[src/rtl/pilha_pkg.sv]
// ============================================================================
// Module  : pilha_pkg
// Brief   : Shared widths, FSM encoding and request priority for the stack path
// Rev     : 1.0
// ============================================================================
`default_nettype none

package pilha_pkg;

  localparam int PILHA_DATA_W = 16;
  localparam int PILHA_ADDR_W = 5;
  localparam int PILHA_DEPTH  = 32;

  typedef enum logic [2:0] {
    ST_IDLE    = 3'd0,
    ST_PUSH_WR = 3'd1,
    ST_RD1     = 3'd2,
    ST_WAIT1   = 3'd3,
    ST_RD2     = 3'd4,
    ST_WAIT2   = 3'd5,
    ST_DONE    = 3'd6
  } state_t;

  typedef enum logic [1:0] {
    REQ_NONE = 2'd0,
    REQ_PUSH = 2'd1,
    REQ_POP2 = 2'd2,
    REQ_POP  = 2'd3
  } req_t;

  // Push outranks pop2, which outranks pop.
  function automatic req_t req_sel(input logic push, input logic pop, input logic pop2);
    if (push)      return REQ_PUSH;
    else if (pop2) return REQ_POP2;
    else if (pop)  return REQ_POP;
    else           return REQ_NONE;
  endfunction

endpackage

`default_nettype wire

[src/rtl/pilha_ctrl.sv]
// ============================================================================
// Module  : pilha_ctrl
// Brief   : Stack controller: sequences the single-port stack RAM for push,
//           pop and pop-two requests and tracks the stack pointer.
// Rev     : 1.0
// ============================================================================
`default_nettype none

module pilha_ctrl
  import pilha_pkg::*;
#(
  parameter int DATA_W = PILHA_DATA_W,
  parameter int ADDR_W = PILHA_ADDR_W,
  parameter int DEPTH  = PILHA_DEPTH
) (
  input  logic              clock,
  input  logic              reset,
  input  logic              req_push,
  input  logic              req_pop,
  input  logic              req_pop2,
  input  logic [DATA_W-1:0] data_in,
  input  logic [DATA_W-1:0] mem_q,
  output logic [ADDR_W-1:0] mem_addr,
  output logic [DATA_W-1:0] mem_data,
  output logic              mem_wren,
  output logic [DATA_W-1:0] op_a,
  output logic [DATA_W-1:0] op_b,
  output logic [ADDR_W:0]   sp,
  output logic              full,
  output logic              empty,
  output logic              busy,
  output logic              done,
  output logic              overflow_err,
  output logic              underflow_err
);

  localparam logic [ADDR_W:0] SP_FULL = (ADDR_W + 1)'(DEPTH);
  localparam logic [ADDR_W:0] SP_TWO  = (ADDR_W + 1)'(2);

  state_t            state, state_n;
  logic              pop2_mode, pop2_mode_n;
  logic [ADDR_W:0]   sp_n;
  logic [ADDR_W-1:0] addr_n;
  logic [DATA_W-1:0] data_n, op_a_n, op_b_n;
  logic              wren_n, done_n, ovf_n, unf_n;
  logic [ADDR_W-1:0] top_addr;
  req_t              req;

  assign full     = (sp == SP_FULL);
  assign empty    = (sp == '0);
  assign busy     = (state != ST_IDLE);
  assign top_addr = sp[ADDR_W-1:0] - ADDR_W'(1);
  assign req      = req_sel(req_push, req_pop, req_pop2);

  always_ff @(posedge clock or posedge reset) begin
    if (reset) begin
      state         <= ST_IDLE;
      pop2_mode     <= 1'b0;
      sp            <= '0;
      mem_addr      <= '0;
      mem_data      <= '0;
      mem_wren      <= 1'b0;
      op_a          <= '0;
      op_b          <= '0;
      done          <= 1'b0;
      overflow_err  <= 1'b0;
      underflow_err <= 1'b0;
    end else begin
      state         <= state_n;
      pop2_mode     <= pop2_mode_n;
      sp            <= sp_n;
      mem_addr      <= addr_n;
      mem_data      <= data_n;
      mem_wren      <= wren_n;
      op_a          <= op_a_n;
      op_b          <= op_b_n;
      done          <= done_n;
      overflow_err  <= ovf_n;
      underflow_err <= unf_n;
    end
  end

  // Registered outputs are computed one state ahead, so e.g. mem_wren is
  // raised on the edge that enters PUSH_WR and dropped on the edge leaving it.
  always_comb begin
    state_n     = state;
    pop2_mode_n = pop2_mode;
    sp_n        = sp;
    addr_n      = mem_addr;
    data_n      = mem_data;
    op_a_n      = op_a;
    op_b_n      = op_b;
    wren_n      = 1'b0;
    done_n      = 1'b0;
    ovf_n       = overflow_err;
    unf_n       = underflow_err;

    case (state)
      ST_IDLE: begin
        if (req != REQ_NONE) begin
          ovf_n  = 1'b0;
          unf_n  = 1'b0;
          data_n = data_in;
        end
        case (req)
          REQ_PUSH: begin
            if (full) begin
              ovf_n   = 1'b1;
              done_n  = 1'b1;
              state_n = ST_DONE;
            end else begin
              addr_n  = sp[ADDR_W-1:0];
              wren_n  = 1'b1;
              state_n = ST_PUSH_WR;
            end
          end
          REQ_POP2: begin
            if (sp < SP_TWO) begin
              unf_n   = 1'b1;
              done_n  = 1'b1;
              state_n = ST_DONE;
            end else begin
              pop2_mode_n = 1'b1;
              addr_n      = top_addr;
              state_n     = ST_RD1;
            end
          end
          REQ_POP: begin
            if (empty) begin
              unf_n   = 1'b1;
              done_n  = 1'b1;
              state_n = ST_DONE;
            end else begin
              pop2_mode_n = 1'b0;
              addr_n      = top_addr;
              state_n     = ST_RD1;
            end
          end
          default: ;
        endcase
      end

      ST_PUSH_WR: begin
        sp_n    = sp + 1'b1;
        done_n  = 1'b1;
        state_n = ST_DONE;
      end

      ST_RD1: state_n = ST_WAIT1;

      ST_WAIT1: begin
        sp_n = sp - 1'b1;
        if (pop2_mode) begin
          op_b_n  = mem_q;
          addr_n  = top_addr - ADDR_W'(1);
          state_n = ST_RD2;
        end else begin
          op_a_n  = mem_q;
          done_n  = 1'b1;
          state_n = ST_DONE;
        end
      end

      ST_RD2: state_n = ST_WAIT2;

      ST_WAIT2: begin
        op_a_n  = mem_q;
        sp_n    = sp - 1'b1;
        done_n  = 1'b1;
        state_n = ST_DONE;
      end

      ST_DONE: state_n = ST_IDLE;

      default: state_n = ST_IDLE;
    endcase
  end

endmodule

`default_nettype wire

[config.mk]
export PLATFORM = sky130hd
export DESIGN_NAME = pilha_ctrl
export DESIGN_NICKNAME = d
export VERILOG_FILES = /design/src/rtl/pilha_pkg.sv /design/src/rtl/pilha_ctrl.sv
export SDC_FILE = /design/constraint.sdc
export NUM_CORES = 1
export LEC_CHECK = 0
export BUFFER_PORTS_ARGS = -buffer_cell sky130_fd_sc_hd__clkbuf_2
export CAP_MARGIN = 20
export CELL_PAD_IN_SITES_DETAIL_PLACEMENT = 1
export CELL_PAD_IN_SITES_GLOBAL_PLACEMENT = 2
export CORE_UTILIZATION = 34
export DETAILED_ROUTE_END_ITERATION = 6
export GPL_ROUTABILITY_DRIVEN = 0
export HOLD_SLACK_MARGIN = 0.02
export PLACE_DENSITY_LB_ADDON = 0.2
export SETUP_SLACK_MARGIN = 0.05
export SYNTH_ARGS = -nofsm -noshare
export SYNTH_HDL_FRONTEND = slang
export SYNTH_SLANG_ARGS = --single-unit
[constraint.sdc]
create_clock -name clock -period 6.05 [get_ports clock]
set_input_delay 0 -clock clock [delete_from_list [all_inputs] [get_ports clock]]
set_output_delay 0 -clock clock [all_outputs]
set_load 0.1 [all_outputs]
After elaboration in Yosys (flattened, before gate mapping)
Cells that the tools add are included.

$lt $le $gt $ge: 1. $add $sub $neg: 4. Eq/ne operators: 17. Reduce and logical (&&, ||, !) cells: 15. Mux-type cells: 37.

Operator list (number): $pmux W16 S2 (1); $mux W5 (4); $mux W16 (1); $mux W1 (15); $pmux W3 S5 (1); $pmux W5 S3 (1); $pmux W6 S2 (1); $pmux W5 S2 (1); $reduce_bool A2 Y1 (5); $sub A5 B1 Y5 const B (2); $mux W3 (3); $ne A3 B3 Y1 const B (3); $pmux W3 S3 (1); $mux W2 (4); $ne A2 B2 Y1 const B (4); $add A6 B1 Y6 const B (1); $eq A3 B2 Y1 const B (2); $eq A3 B3 Y1 const B (2); $eq A6 B6 Y1 const B (1); $logic_not A6 Y1 (1); $lt A6 B2 Y1 const B (1); $pmux W1 S3 (2); $reduce_and A2 Y1 (3); $reduce_and A6 Y1 (1); other kinds (10) (13).

Logic and storage cells: 85. Input bits: 37. Register bits: 67.

Logic depth before layout (Yosys ltp)
Depth in word-level cells: 7. Mapped depth: 10. Mapped depth without buffers: 9.

Worst setup path before layout
OpenSTA, ideal clock, no wires.

Path kind: register to register. Start point: register sp[0]. End point: register pop2_mode. Cell stages (with the launch flop): 9. Required time: 5.965 ns. Setup slack: 1.660 ns. Arrival time: 4.305 ns. Buffers on the path: 2. Period minus slack after synthesis: 4.390 ns. Cells stage by stage: dfrtp_1 > clkbuf_1 > inv_1 > ha_1 > buf_6 > or3b_1 > nor3_1 > o21ai_0 > a31oi_1.

Longest elaborated chain between the ends: 3.

Ends and longest elaborated chain: from (decl) (line pilha_ctrl.sv:28) `output logic [ADDR_W:0] sp,`; from (signal assigned) (line pilha_ctrl.sv:71) `sp <= sp_n;`; $logic_not A6 Y1 (line pilha_ctrl.sv:50) `assign empty = (sp == '0);`; named net empty (line pilha_ctrl.sv:30) `output logic empty,`; $ne A2 B2 Y1 (no source line); $reduce_and A4 Y1 (no source line); to (signal assigned) (line pilha_ctrl.sv:70) `pop2_mode <= pop2_mode_n;`; to (decl) (line pilha_ctrl.sv:41) `logic pop2_mode, pop2_mode_n;`.

The timed path passes the listed nets, and every way through them passes these cells. A chain may end at the register's enable or synchronous reset.

Final worst setup path
Start point: register sp[0]. End point: register pop2_mode.

Longest elaborated chain between the ends: 3.

Ends and longest elaborated chain (line): $lt A6 B2 Y1 / $logic_not A6 Y1 (equally long branches) (pilha_ctrl.sv:118, pilha_ctrl.sv:50); $ne A2 B2 Y1 (no source line); $reduce_and A4 Y1 (no source line) *.

Mark *: on every way between the ends. The rest lies on a longest branch, timed or not.

==> results.cfg <==
[status]
status = finished, final reports clean

[routing]
first_pass_iters = 4
post-route-drc-count = 0
wirelength_mm = 8.269
avgViaCountPerCell = 4.792
dr.first_iter.drc_count = 63
routedWlPerCell_um = 15.23
final_antenna_net_count = 0
route.vias.total = 2602

[cts]
cts_post_setup_buffers_inserted = 0
cts_root_buf = sky130_fd_sc_hd__clkbuf_8
numCtsBuffers = 9
clock_latency_ns = 0.33
cts.htree.levels = 3
cts.sink_count = 67
tritoncts_clock_tree = yes
worst_setup_hold_path_clk_slew_ns = 0.07
clockBufferDepth = 2

[setup_path]
setup.worst_path.class = reg -> reg
worst_setup_path_start_kind = flop
endpoint = pop2_mode
worstPathCellList = inv_1 > ha_1 > or3b_1 > nor3_1 > o21ai_0 > a31oi_1 > dlygate4sd3_1
worst_setup_path_startpoint = sp[0]
critical_path.reg2reg.startpoint = sp[0]
ff2ff_setup_slack_ns = 3.46
cp_arrival_ns = 2.86
largest_fanout_on_the_critical_path = 8
critPathRequiredTime_ns = 6.32
regToRegEndpoint = pop2_mode
setup.worst_path.end_class = flop
slowest_delay_ns = 0.56
worst_r2r_path_depth = 7
critPathSlowestCell = sky130_fd_sc_hd__dlygate4sd3_1

[synth]
synth_edf_count = 0
ys_types = 55
synth_warnings = 0
async_flop_share_pct = 100.0
synth_top_flop_cell = sky130_fd_sc_hd__dfrtp_1
mappedNetlistNets = 334
post_synth_inst_count = 288
yosys-top-cells-count = sky130_fd_sc_hd__dfrtp_1 (67), sky130_fd_sc_hd__nand2_1 (60), sky130_fd_sc_hd__mux2_2 (29)
synth_top_area_share_pct = 52.02
seq_area_frac_synth_pct = 52.02
post-synth-top-area-cell = sky130_fd_sc_hd__dfrtp_1
synth_seq_cells = 67
top_count_cell_post_synth = sky130_fd_sc_hd__dfrtp_1
post_synth_main_area_contributors = sky130_fd_sc_hd__dfrtp_1 (52%), sky130_fd_sc_hd__mux2_2 (10%), sky130_fd_sc_hd__nand2_1 (7.0%)
synth.cell_area_um2 = 3223
postSynthAreaPerCell_um2 = 11.19

[die]
floorplan.initialDensity_pct = 35.05
die-area_um2 = 9873
fp.dieH_um = 99.37
coreArea_um2 = 9196
core.rowCount = 35
dieWidth_um = 99.37
i_o_pin_total = 103

[sta]
tightest_slew_ns = 0.8548
period_needed_ns = 2.592
slew-limit-headroom_pct = 43.02
finalHoldViolCount = 0
maxClockFrequency_mhz = 385.8
timing.final.crit_share_pct = 42.85
finalSetupViolations = 0
grt_setup_unrepaired = false
timing.final.max_slew_violations = 0
totalNegativeSetupSlack_ns = 0
clock-skew-final_ns = 0.01036

[placed_design]
count_of_port_buffers_added_during_placement = 102
detailedPlacementHpwl_mm = 5.768

[run]
timing.max_cap.violations = 0

[cells_and_area]
antenna_cells = 0
num-nets-final = 473
layout-area-overhead-vs-synth_pct = 35.83
layout-drive-gt1-share_pct = 37.96

[global_route]
first_global_vias = 2826
global_route.usage.total_pct = 18.30
grt_max_degree = 68
grt_antenna_before_repair = 0
wire_length_of_the_first_global_routing_pass_mm = 14.10
grt-ovfl-total = 0

[worst_hold_path]
worst_hold_path_type = in -> reg
==> area by class of cell <==
cell class / instances / area (µm²)
Timing Repair Buffer: 140 / 885.9
Multi-Input combinational cell: 197 / 1411
Sequential cell: 67 / 1677
Fill cell: 1041 / 4818
Tap cell: 111 / 138.9
Clock inverter: 4 / 55.05
Inverter: 12 / 45.04
Clock buffer: 12 / 165.2
==> registers in the layout (all words and copies together), names as in the netlist <==
register,cells
sp,6
underflow_err,1
done,1
pop2_mode,1
mem_wren,1
op_b,16
mem_addr,5
state,3
op_a,16
mem_data,16
overflow_err,1
==> logic make-up after synthesis <==
family / synth area share (%)
flip-flops: 52.02
multiplexers: 12.89
adder cells (fa/ha/maj): 3.727
AND/OR/NAND/NOR: 13.90
XOR/XNOR: 2.174
buffers and inverters: 4.193
AO/OA/AOI/OAI: 11.10
==> worst max-delay path, delay by kind of cell (launching register included) <==
kind | cells | cell delay (ns)
fa+ha+maj | 1 | 0.33
compound gates | 2 | 0.29
flops | 1 | 0.49
simple gates | 2 | 0.68
buf+inv | 2 | 0.75
==> routing by layer <==
layer / track usage [%] / part of all wire [%] / up-vias
met3: 4.287 / 3.9 / 4
li1: - / - / 1263
met4: 4.864 / 0.70 / 0
met2: 30.02 / 47 / 77
met5: 0 / 0 / -
met1: 24.38 / 48 / 1258
==> worst min-delay path by stage <==
stage                     slack (ns)  depth (start not counted)     endpoint       start
after floorplan                  0.1                          1    pop2_mode     req_pop
after global placement          0.19                          3  mem_data[9]  data_in[9]
after detailed placement        0.20                          3  mem_data[7]  data_in[7]
after CTS                       0.19                          4     state[2]    req_pop2
after global routing            0.24                          4     state[2]    req_pop2
final                           0.21                          4     state[2]    req_pop2
==> timing repair <==
action | CTS | global route
hold buffers | 36 | 0
resized for setup | 0 | 0
hold endpoints to repair | 117 | 0
==> placed cells by master, fill, tap and decap left out, drive strengths merged, types with 2 or more instances in the layout <==
master and instances:
a31o 2, a21o 4, or3 3, nand3b 3
buf 2, nand2b 3, nand2 61, o22a 2
mux2 35, nor3 3, a21oi 11, ha 8
a211oi 3, o211ai 2, inv 14, clkbuf 114
nor2 5, o21ai 15, and2 3, nor3b 2
a21boi 3, xor2 4, dfrtp 67, xnor2 4
a31oi 3, nand3 2, dlygate4sd3 36
==> per-stage QoR <==
stage,util (%),setup WS (ns),instance area (µm²),hold slack (ns),cells
after floorplan,-,1.660,3223,0.09739,288
after global placement,41.29,3.758,3797,0.1920,491
after detailed placement,41.29,3.687,3797,0.1981,491
after CTS,47.61,3.454,4378,0.1887,543
after global routing,47.61,3.250,4378,0.2398,543
final,47.61,3.458,4378,0.2100,543
Power is not shown: default switching activity piles up to over one toggle a cycle in this logic, so the estimate is an artifact.
